--- src/rtl/reservation_station.sv ---
// Collapsing-queue issue buffer: holds renamed ops until both sources are ready,
// then issues the oldest ready entry. Slot 0 is always the oldest entry.
module reservation_station #(
  parameter int unsigned DEPTH = 8,
  parameter int unsigned PW    = 6,
  parameter int unsigned CW    = 4
) (
  input  logic          clk,
  input  logic          reset,
  input  logic          flush,
  input  logic          in_valid,
  output logic          in_ready,
  input  logic [6:0]    in_opcode,
  input  logic [PW-1:0] in_ps1,
  input  logic [PW-1:0] in_ps2,
  input  logic [PW-1:0] in_pd,
  input  logic [31:0]   in_instr,
  input  logic          in_rdy1,
  input  logic          in_rdy2,
  input  logic          cdb_valid,
  input  logic [PW-1:0] cdb_tag,
  output logic          iss_valid,
  input  logic          iss_ready,
  output logic [6:0]    iss_opcode,
  output logic [PW-1:0] iss_ps1,
  output logic [PW-1:0] iss_ps2,
  output logic [PW-1:0] iss_pd,
  output logic [31:0]   iss_instr,
  output logic [CW-1:0] count
);

  localparam int unsigned IW = $clog2(DEPTH);

  typedef struct packed {
    logic [6:0]    opcode;
    logic [PW-1:0] ps1;
    logic [PW-1:0] ps2;
    logic [PW-1:0] pd;
    logic [31:0]   instr;
  } payload_t;

  logic [DEPTH-1:0] valid_q, rdy1_q, rdy2_q;
  logic [DEPTH-1:0] valid_d, rdy1_d, rdy2_d;
  logic [DEPTH-1:0] wk1, wk2, qual;
  payload_t         pl_q [DEPTH];
  payload_t         pl_d [DEPTH];
  logic [CW-1:0]    count_q, count_d;
  logic [CW-1:0]    wr_idx;
  logic [IW-1:0]    sel_idx;
  logic             sel_any;
  logic             iss_fire, disp_fire;
  logic             new_rdy1, new_rdy2;
  payload_t         new_pl, sel_pl;

  // Current-cycle CDB wakeup applied to every stored source tag
  always_comb begin
    wk1 = '0;
    wk2 = '0;
    for (int i = 0; i < DEPTH; i++) begin
      wk1[i] = rdy1_q[i] | (cdb_valid & (pl_q[i].ps1 == cdb_tag));
      wk2[i] = rdy2_q[i] | (cdb_valid & (pl_q[i].ps2 == cdb_tag));
    end
    qual = valid_q & rdy1_q & rdy2_q;
  end

  // Oldest-ready select from registered state only
  always_comb begin
    sel_any = 1'b0;
    sel_idx = '0;
    for (int i = DEPTH - 1; i >= 0; i--) begin
      if (qual[i]) begin
        sel_any = 1'b1;
        sel_idx = IW'(i);
      end
    end
  end

  assign sel_pl     = sel_any ? pl_q[sel_idx] : '0;
  assign iss_valid  = sel_any;
  assign iss_opcode = sel_pl.opcode;
  assign iss_ps1    = sel_pl.ps1;
  assign iss_ps2    = sel_pl.ps2;
  assign iss_pd     = sel_pl.pd;
  assign iss_instr  = sel_pl.instr;
  assign in_ready   = (count_q < CW'(DEPTH));
  assign count      = count_q;

  assign iss_fire  = sel_any & iss_ready;
  assign disp_fire = in_valid & in_ready & ~flush;
  assign wr_idx    = count_q - CW'(iss_fire);

  // Same-cycle bypass from the CDB; tag 0 is hardwired ready
  assign new_rdy1 = in_rdy1 | (cdb_valid & (cdb_tag == in_ps1)) | (in_ps1 == '0);
  assign new_rdy2 = in_rdy2 | (cdb_valid & (cdb_tag == in_ps2)) | (in_ps2 == '0);
  assign new_pl   = '{opcode: in_opcode, ps1: in_ps1, ps2: in_ps2, pd: in_pd, instr: in_instr};

  // Next-state: wakeup, collapse above the issued slot, then append dispatch
  always_comb begin
    valid_d = valid_q;
    rdy1_d  = wk1;
    rdy2_d  = wk2;
    for (int i = 0; i < DEPTH; i++) pl_d[i] = pl_q[i];

    if (iss_fire) begin
      for (int i = 0; i < DEPTH - 1; i++) begin
        if (i >= int'(sel_idx)) begin
          valid_d[i] = valid_q[i+1];
          rdy1_d[i]  = wk1[i+1];
          rdy2_d[i]  = wk2[i+1];
          pl_d[i]    = pl_q[i+1];
        end
      end
      valid_d[DEPTH-1] = 1'b0;
    end

    if (disp_fire) begin
      for (int i = 0; i < DEPTH; i++) begin
        if (CW'(i) == wr_idx) begin
          valid_d[i] = 1'b1;
          rdy1_d[i]  = new_rdy1;
          rdy2_d[i]  = new_rdy2;
          pl_d[i]    = new_pl;
        end
      end
    end

    if (flush) valid_d = '0;

    if (flush) count_d = '0;
    else       count_d = count_q + CW'(disp_fire) - CW'(iss_fire);
  end

  always_ff @(posedge clk) begin
    if (reset) begin
      valid_q <= '0;
      rdy1_q  <= '0;
      rdy2_q  <= '0;
      count_q <= '0;
    end else begin
      valid_q <= valid_d;
      rdy1_q  <= rdy1_d;
      rdy2_q  <= rdy2_d;
      count_q <= count_d;
    end
  end

  // Payload storage is qualified by valid, so it needs no reset
  always_ff @(posedge clk) begin
    for (int i = 0; i < DEPTH; i++) pl_q[i] <= pl_d[i];
  end

endmodule

--- config.mk ---
export PLATFORM = sky130hd
export DESIGN_NAME = reservation_station
export DESIGN_NICKNAME = d
export VERILOG_FILES = /design/src/rtl/reservation_station.sv
export SDC_FILE = /design/constraint.sdc
export NUM_CORES = 1
export LEC_CHECK = 0
export CORE_MARGIN = 2
export CORE_UTILIZATION = 60
export DETAILED_ROUTE_END_ITERATION = 8
export DONT_BUFFER_PORTS = 1
export PLACE_DENSITY = 0.85
export SYNTH_ARGS = -nofsm -noshare
export SYNTH_HDL_FRONTEND = slang
export SYNTH_SLANG_ARGS = --single-unit
export TNS_END_PERCENT = 50
--- constraint.sdc ---
create_clock -name clk -period 11.16 [get_ports clk]
set_clock_uncertainty 0.15 [all_clocks]
set_input_delay 2.232 -clock clk [delete_from_list [all_inputs] [get_ports clk]]
set_output_delay 2.232 -clock clk [all_outputs]
set_load 0.1 [all_outputs]
**Word level (Yosys, flattened, before mapping)**

Memories as Yosys holds them, arrays and structs flattened.
Cells that the tools add are included.

- Bits in latches: 0
- Memories: 1
- Word-level logic and storage cells: 174
- Memory bits (read-only): 0
- Bits of input ports: 71
- Memory bits (writable): 456
- Register bits: 28

Memories:

| name | words | width | rd ports | clocked after Yosys merged registers in | wr ports | RTL line | text |
|---|---|---|---|---|---|---|---|
| pl_q | 8 | 57 | 9 | 0 | 8 | 45 | `payload_t pl_q [DEPTH];` |

- Bitwise gates (word level): 44
- Equal/unequal tests: 25
- Add/subtract/negate cells: 3
- Order comparisons: 8
- Shift operators: 0
- Multipliers: 0
- Reduce and logical (&&, ||, !) cells: 4
- Multiplexer cells: 85
- Div/mod/pow operators: 0

Operator list:

| kind | count |
|---|---|
| 57-bit 2-to-1 mux | 16 |
| 456-bit 2-to-1 mux | 1 |
| 399-bit 2-to-1 mux | 1 |
| 6-bit equality test | 18 |
| 1-bit 2-to-1 mux | 53 |
| 8-bit 2-to-1 mux | 4 |
| 3-bit 2-to-1 mux | 8 |
| 1-bit AND | 21 |
| 1-bit bitwise OR | 20 |
| 8-bit AND | 2 |
| 3-bit by 4-bit equality test with 1-bit output, first input constant | 4 |
| 7-bit 2-to-1 mux | 2 |
| 6-bit zero test | 2 |
| 3-bit >= comparator, first input constant | 3 |
| 2-bit by 4-bit equality test with 1-bit output, first input constant | 2 |
| 4-bit by 1-bit subtractor with 4-bit output | 2 |
| 1-bit by 3-bit >= comparator with 1-bit output, first input constant | 2 |
| 2-bit by 3-bit >= comparator with 1-bit output, first input constant | 2 |
| 4-bit by 1-bit adder with 4-bit output | 1 |
| 1-bit by 4-bit equality test with 1-bit output, first input constant | 1 |
| 4-bit zero test | 1 |
| 4-bit less-than comparator, second input constant | 1 |
| 2-bit OR reduction | 1 |
| 1-bit NOT | 1 |

**Depth between registers and ports, before layout**

Gate-level depths: netlist of the first run.

- Word-level depth: 15
- Depth in mapped cells: 16
- Gate-level depth less buffers: 12

**Worst setup path before layout of the first run**

Ideal clock, no wire load.

- Kind: input -> register
- From: in iss_ready
- To: reg rdy1_q[7]
- Library setup time: 0.127 ns
- Path slack: 4.552 ns
- Cell stages on the path: 11
- Arrival: 6.331 ns
- Path through: clkbuf_1 inv_1 a41o_1 inv_2 ha_1 ha_1 xnor2_1 nor3_1 nor3b_2 mux2i_1 nor2_1

- Longest elaborated chain between the ends: 5

Ends and longest elaborated chain:

| item | RTL line | text |
|---|---|---|
| from (decl) | 23 | `input logic iss_ready,` |
| 1-bit AND | 88 | `assign iss_fire = sel_any & iss_ready;` |
| 4-bit by 1-bit subtractor with 4-bit output | 90 | `assign wr_idx = count_q - CW'(iss_fire);` |
| 3-bit by 4-bit equality test with 1-bit output | 118 | `if (CW'(i) == wr_idx) begin` |
| 1-bit 2-to-1 mux | 118 |  |
| 8-bit 2-to-1 mux | 116 | `if (disp_fire) begin` |
| to (signal assigned) | 141 | `rdy1_q <= rdy1_d;` |
| to (decl) | 42 | `logic [DEPTH-1:0] valid_q, rdy1_q, rdy2_q;` |

No other way between the ends.
A chain may end at the register's enable or synchronous reset.

**Worst setup path in the final report of the first run**

- From: reg valid_q[0]
- To: out iss_instr[12]

- Longest elaborated chain between the ends: 5
- Elaborated cells between the ends (all ways): 6
- Classes of those cells: 3 x mux; 2 x bitwise; 1 x memory

Ends and longest elaborated chain:

| item | RTL line | text |
|---|---|---|
| from (decl) | 42 |  |
| from (signal assigned) | 140 | `valid_q <= valid_d;` |
| 8-bit AND * (2 in a row) | 63 | `qual = valid_q & rdy1_q & rdy2_q;` |
| 3-bit 2-to-1 mux | 71 | `if (qual[i]) begin` |
| memory read 8 x 57 bit | - |  |
| 57-bit 2-to-1 mux * | 78 | `assign sel_pl = sel_any ? pl_q[sel_idx] : '0;` |
| to (decl) | 28 | `output logic [31:0] iss_instr,` |

Mark *: on every way between the ends. The rest lies on a longest branch, timed or not.

==> results summary, run 1 <==
For this run, the register share of the synthesized area comes to 0.425. The standard cell with the maximum stage delay on the critical path is sky130_fd_sc_hd__buf_4. The number of synthesized register bits came out at 484.

The min-delay analysis places its worst path in the category flop to flop. The number of instances on the worst hold path came out at 2. The library cells used most frequently in the layout, excluding fill and tap cells, are sky130_fd_sc_hd__dfxtp_1, sky130_fd_sc_hd__mux2i_1, sky130_fd_sc_hd__nand2_1. The cell total after placement is 3141. The vias after detailed routing is around 22000. The cell leakage power came out at 0.0109 uW. In this run the most critical hold path is launched from valid_q[0]. The slew at the pin closest to its max-slew limit came out at 1.20 ns.

The combinational cell fraction of total power is 0.073. The flow ran to the end, and the final reports show no timing, DRC or antenna violations. The depth of the CTS H-tree came out at 2.

The number of standard cells after synthesis is about 2800. The number of nets produced by synthesis came out at 2858. IR analysis of the VDD net gives a maximum drop of ~0.00013 V. The cell sitting at the root of the clock tree is a sky130_fd_sc_hd__clkbuf_16. The startpoint identified for the worst register-to-register timing path is count[1]. Max-cap violations in this run came to 0. Post-CTS timing repair inserted 0 buffers for setup.

The share of total power in sequential cells is 0.516. The number of buffers on the longest clock path is 3. The via count of the first global-routing pass is between 20000 and 25000. The worst slack at placement is 4.90 ns. At the worst endpoint, the required time is 8.78 ns. The initial utilization of the core area, before any placement, comes to 0.608. The worst path setup slack after routing came out at 4.20 ns. The I/O pin total came out at 134. After legalization and detailed placement, the total HPWL measured 43000 um.

The distinct cell type count after synthesis came out at 62. The count of TritonRoute iterations in the first routing pass is 6. The capture endpoint of the worst hold path is valid_q[0]. The most frequently used flop master after synthesis is sky130_fd_sc_hd__dfxtp_1. The signal on the critical path passes through nand3_1, nand2_4, buf_4, a211oi_4, buf_4, buf_4, nand3_1, and3_1, a31oi_2, buf_4.

The critical path is of the flop to output pin type. The residual overflow from global routing is 0. The clock network power share is 0.412.

The power dissipated by switching net loads is 992 uW. In this run the mean area of a mapped cell was 8.69 um2. The worst setup path is launched from a flop.

Entering global routing, the biggest net connects roughly 110 pins. The clock sink total came out at 484. The number of routed nets with antenna violations is 0. The number of antenna violations at the first check in global routing is 1.

The total power density per cell area came out at about 150 nW/um2. The switching power share of the total came out at 0.245. The number of synthesized flops with an enable pin is 57. The area added between synthesis and finish is 9.56%.

After detailed routing, the number of remaining DRC violations is 0. For this run, the number of Yosys warnings is 0. The ratio of cells with drive above 1 in the final layout came out at 0.0961. The detail-routed via count per cell is 6.71. The shortest clock period the worst path allows after layout came out at ~7 ns. The average detailed-routed wire length per instance is 22.5 um.

The worst pin sits at a relative slew slack of 0.194. Leaving out fill and tap cells, the most frequent cell in the layout is sky130_fd_sc_hd__dfxtp_1. The site row count came out at 73. The highest net fanout along the worst path is 74.

The critical path endpoint category is an output pin. The most used cell along the critical path is sky130_fd_sc_hd__buf_4. The longest individual stage delay on the worst path came out at 0.63 ns.

Measured along the y axis, the die boundary spans 205 um. The global placer's final weighted congestion is 0.926. TritonCTS built the clock tree.

The length in cells of the worst reg-to-reg path is 8. The clock edge transition at the registers on the reported setup and hold paths is 0.06 ns. The fraction of the cycle the final worst path needs came out at 0.624. For this run, the top clock speed supported by timing is 0.144 GHz. The final cell count without fillers came out at about 3200. For this run, the total global-route usage over all layers was measured as 0.338. Setup repair after global routing left no endpoint under its margin.

The number of buffer cells added on primary ports is 0. The mapped cell area came out at ~24000 um2. The internal portion of total power is 3050 uW. The slack of the worst reg-to-reg path is 6.69 ns. The final cell utilization of the core is 0.666. The post-CTS resize count is 0. The total core area is 39700 um2. The clock latency at the later pin of the worst-skew pair is 0.61 ns.

The floorplan step set the die width to 205 um. The worst register-to-register path ends at pl_q[5][32]. The data arrival time at the worst-slack endpoint came out at approximately 4.6 ns. The accumulated negative setup slack came out at 0 ns. The count of pins over their slew limit came out at 0. The overall die area came out at 41900 um2. The routed design has 72800 um of wire.

The async set-reset flop share out of synthesis is 0. Setup violations remaining at the end of the flow were counted as 0. The number of CTS-inserted buffers is just under 50. The number of nets in the layout came out at 2747. The number of violations reported at the end of detailed-routing iteration 0 came out at roughly 2700. The first global-routing pass estimated 113000 um of wire. The number of hold-slack violations in the final timing report came out at 0.

Hold repair after CTS inserted 0 buffers.
## per-layer routing
metal | global-route usage | vias up | wire length, um
met5 | 0 | - | 0
met4 | 0.198 | 0 | 3470
met3 | 0.0740 | 253 | 7690
met2 | 0.556 | 1325 | 33800
met1 | 0.408 | 10300 | 27900
li1 | - | 9772 | -
## kinds of logic (layout without fill, tap and decap cells)
| kind of cell | Yosys count | count (layout) | share of synthesized area |
|---|---|---|---|
| xor+xnor | 113 | 113 | 0.0410 |
| other cells | 0 | 1 | 0 |
| mux | 359 | 359 | 0.149 |
| buf+inv | 269 | 197 | 0.0525 |
| flops | 484 | 484 | 0.425 |
| compound gates | 637 | 637 | 0.163 |
| simple gates | 907 | 907 | 0.165 |
| fa+ha+maj | 9 | 9 | 0.00497 |
## power by group through the flow
stage | logic (uW) | clock network, uW | registers [uW]
2_1_floorplan | 250 | 0 | 2070
3_3_place_gp | 263 | 0 | 2100
3_5_place_dp | 284 | 0 | 2110
4_1_cts | 287 | 1670 | 2080
5_1_grt | 323 | 1730 | 2100
6_report | 294 | 1660 | 2080
## flip-flops by register name, indices dropped and copies added (netlist names)
signal   flops
count        4
rdy2_q       8
valid_q      8
rdy1_q       8
pl_q       456
## worst max path at each step
stage	start	end	slack (ns)	cells after the start
6_report	valid_q[0]	iss_instr[12]	4.20	10
5_1_grt	valid_q[0]	iss_instr[21]	4.03	10
4_1_cts	valid_q[0]	iss_instr[12]	4.28	10
3_5_place_dp	valid_q[0]	iss_instr[12]	4.90	10
3_3_place_gp	valid_q[0]	iss_instr[4]	5.01	10
2_1_floorplan	iss_ready	rdy1_q[7]	4.55	11
## worst max-delay path, delay by kind of cell (launching register included)
kind	cells	cell delay [ns]
compound gates	2	0.53
buf+inv	4	2.08
flops	1	0.32
simple gates	4	1.01
## through the flow
stage	cell area (um2)	power [uW]	hold WS, ns
after floorplan	24200	2320	0.310
after global placement	24800	2360	0.323
after detailed placement	24800	2390	0.331
after CTS	26500	4030	0.343
after global routing	26500	4150	0.366
final	26500	4040	0.346
## area by class of cell
class,instances,area [um2]
repair buffers,95,733
inverters,12,45.0
fillers,2958,13300
flip-flops and latches,484,10300
multi-input cells,2025,13100
clock buffers,83,1580
well taps,525,657
diodes,1,2.50
clock inverters,7,65.1
## synth_stat cells (all sizes together), types with 82 or more instances
| master | count | area [um2] |
|---|---|---|
| a31oi | 116 | 732 |
| a21oi | 189 | 950 |
| a221oi | 112 | 981 |
| nor2 | 262 | 986 |
| o21ai | 181 | 921 |
| mux2i | 356 | 3560 |
| clkbuf | 125 | 470 |
| buf | 132 | 753 |
| nand2 | 304 | 1140 |
| nand3 | 235 | 1180 |
| dfxtp | 427 | 8550 |
| xor2 | 82 | 718 |
No activity file was read; power rests on OpenSTA's default activity.
==> run 2, diff against run 1 <==
--- a/config.mk
+++ b/config.mk
@@ -6,7 +6,7 @@
 export NUM_CORES = 1
 export LEC_CHECK = 0
 export CORE_MARGIN = 2
-export CORE_UTILIZATION = 60
+export CORE_UTILIZATION = 58
 export DETAILED_ROUTE_END_ITERATION = 8
 export DONT_BUFFER_PORTS = 1
 export PLACE_DENSITY = 0.85
==> constraint.sdc (replaced) <==
create_clock -name clk -period 6.3 [get_ports clk]
set_clock_uncertainty 0.15 [all_clocks]
set_input_delay 1.26 -clock clk [delete_from_list [all_inputs] [get_ports clk]]
set_output_delay 1.26 -clock clk [all_outputs]
set_load 0.1 [all_outputs]
==> results summary, run 2 (synthesized netlist as in run 1, its figures left out) <==
The total power density per cell area is ~280 nW/um2. The depth of the CTS H-tree is 2. The residual overflow from global routing is 0. For this run, the total global-route usage over all layers was measured as 0.336. The critical path is of the flop to output pin type. The critical path goes through nand3_1, nand2_4, a211oi_4, buf_4, nand3_1, and3_1, a31oi_2, buf_4. The largest net degree at the start of global routing is 141. The area added between synthesis and finish is 10.5%. The number of violations of the max-capacitance limit is 0. The worst path setup slack after routing is 0.825 ns. The analysis attributes to cell leakage a power of around 0.011 uW. Ranked by flip-flop count, first place goes to pl_q.

The effective utilization at floorplan is 0.590. The slack of the worst reg-to-reg path is 1.78 ns. The clock sink total came out at 484. The area of combinational cells with multiple inputs came out at 13100 um2.

The final cell count without fillers is ~3200. Adding up every negative setup slack in the final design gives 0 ns. Once detail routing completed, the nets flagged for antenna violations numbered 0. The power dissipated by switching net loads came out at 1790 uW. In the final layout, the share of cells above drive strength 1 is 0.0980. The longest individual stage delay on the worst path is 0.73 ns. The number of failing setup endpoints in the final timing report came out at 0.

The achievable frequency is 0.183 GHz. Of all nets on the critical path, the largest fanout is 84. The final instance area is approximately 27000 um2. Setup repair after global routing left no endpoint under its margin. The met3 track demand over resource in global routing came out at 0.0687. The headroom to the max-slew limit came out at 0.165.

The number of CTS-inserted buffers is roughly 50. The slew at the pin closest to its max-slew limit came out at 1.25 ns. Clock-pin slew was measured on the worst setup and hold paths at 0.06 ns. The number of buffers added for setup after CTS came out at 0. 0 antenna diodes ended up in the layout. The internal portion of total power came out at 5610 uW. The number of buffer cells added on primary ports is 0.

The worst hold path was traced through 2 stages. The area after detailed placement is 24900 um2. The critical path data required time is 4.89 ns. After detailed placement, the design holds a cell count of about 3200. For this block, the routed nets add up to 75500 um of wire. The first global-routing pass estimated 117000 um of wire.

The clock network power share came out at 0.431. The die is 208 um wide. The peak supply drop is 0.000221 V. The estimated wirelength of the detail-placed design came out at 44100 um.

The startpoint of the lowest-slack register-to-register path is valid_q[2]. Clock tree synthesis selected as its root buffer the cell sky130_fd_sc_hd__clkbuf_16. The detail-routed via count per cell came out at 6.76. The critical path endpoint category is an output pin. The number of violations reported at the end of detailed-routing iteration 0 came out at 2526. The via count of the first global-routing pass came out at 21700. The data arrival time at the worst-slack endpoint is 4.06 ns. For the worst flop-to-flop path, the logic depth is 13.

The count of TritonRoute iterations in the first routing pass is 7. Of the total power, the share spent switching nets is 0.241. The vias after detailed routing is 21900.

The number of nets in the layout is 2753. The top cell types in the final layout, fill and taps aside, are sky130_fd_sc_hd__dfxtp_1, sky130_fd_sc_hd__mux2i_1, sky130_fd_sc_hd__nand2_1. The count of pins over their slew limit is 0.

The fraction of the cycle the final worst path needs came out at 0.869. The share of total power dissipated in sequential elements is 0.499. The clock reaches the later pin of the worst-skew pair after 0.61 ns. The register cell area after layout is 10300 um2. The final routed DRC violation total is 0. After filler insertion, the fill cell instance count of the layout stands at 3138. The total of hold buffers inserted after clock tree synthesis came out at 0.

The met1 global-route usage is 0.408. The clock tree from TritonCTS is yes. The most common cell after layout, fill and taps aside is sky130_fd_sc_hd__dfxtp_1. The shortest clock period the worst path allows after layout came out at 5.47 ns.

The number of hold-slack violations in the final timing report was 0. The flow ran to the end, and the final reports show no timing, DRC or antenna violations. The post-CTS resize count came out at 0. The I/O pin total is 134. The terminus of the critical flop-to-flop path is pl_q[1][25]. The initialized floorplan defines 74 standard-cell rows. The fraction of met2 tracks used by global routing came out at 0.551. The floorplan step set the die height to 208 um. The total core area came out at 40900 um2. The number of antenna violations at the first check in global routing came out at 0. For this design, the slowest cell found on the critical path is sky130_fd_sc_hd__buf_4. Of the total power, combinational logic draws 0.070.

The layer flagged by global routing as most heavily used is met2. The startpoint identified for the worst hold timing path is pl_q[6][8]. The worst hold path belongs to the class flop to flop. The flip-flop count of the largest register after layout came out at 456. The average detailed-routed wire length per instance came out at 23.3 um.

The launching element type of the critical path is a flop. The number of buffers on the longest clock path is 3. The worst hold path terminates at pl_q[6][8]. The most critical setup path has its startpoint at valid_q[0]. The overall die area is 43300 um2.

At the end of routability-driven placement, the weighted congestion stood at about 0.92. Before CTS, the worst setup slack after placement is 1.67 ns.
-- run 2: cell count changes in the layout (fill, tap and decap cells not counted), moves of 2 or more --
cell                        previous run  this run
sky130_fd_sc_hd__buf_12                0         5
sky130_fd_sc_hd__bufinv_16             0         5
sky130_fd_sc_hd__clkbuf_1             14        16
sky130_fd_sc_hd__clkbuf_16            51        54
sky130_fd_sc_hd__clkbuf_8             18        12
sky130_fd_sc_hd__clkinv_2              3         5
-- run 2: power by group through the flow --
stage	Clock (uW)	Combinational, uW	Sequential (uW)
5_1_grt	3310	567	3720
2_1_floorplan	0	443	3660
4_1_cts	3200	503	3680
3_3_place_gp	0	464	3720
3_5_place_dp	0	499	3740
6_report	3190	514	3690
-- run 2: area by class of cell --
class / instances / share of cell area
Sequential cell: 484 / 0.384
Clock buffer: 82 / 0.0591
Clock inverter: 12 / 0.00750
Inverter: 12 / 0.00169
Tap cell: 532 / 0.0249
Timing Repair Buffer: 99 / 0.0309
Multi-Input combinational cell: 2025 / 0.492
-- run 2: worst max path at each step --
stage,slack [ns],end
global placement,1.70,iss_ps2[1]
global route,0.70,iss_pd[3]
floorplan,0.66,rdy1_q[7]
detailed placement,1.67,pl_q[1][17]
finish,0.83,iss_pd[3]
CTS,0.94,iss_pd[3]
-- run 2: worst max-delay path: cells and delay by family, from the launching register on --
family / cells / cell delay (ns)
AND/OR/NAND/NOR: 4 / 1.25
buffers and inverters: 2 / 1.07
AO/OA/AOI/OAI: 2 / 0.73
flip-flops: 1 / 0.32
-- run 2: routing by layer --
metal  wire [um]  share of wire
met5           0              0
met4        3880          0.051
met3        8490           0.11
met2       35100           0.47
met1       28000           0.37
-- run 2: through the flow --
stage / hold slack (ns) / total power, uW / util
after floorplan: 0.310 / 4110 / -
after global placement: 0.324 / 4180 / 0.609
after detailed placement: 0.332 / 4240 / 0.609
after CTS: 0.343 / 7380 / 0.652
after global routing: 0.364 / 7600 / 0.652
final: 0.346 / 7400 / 0.652
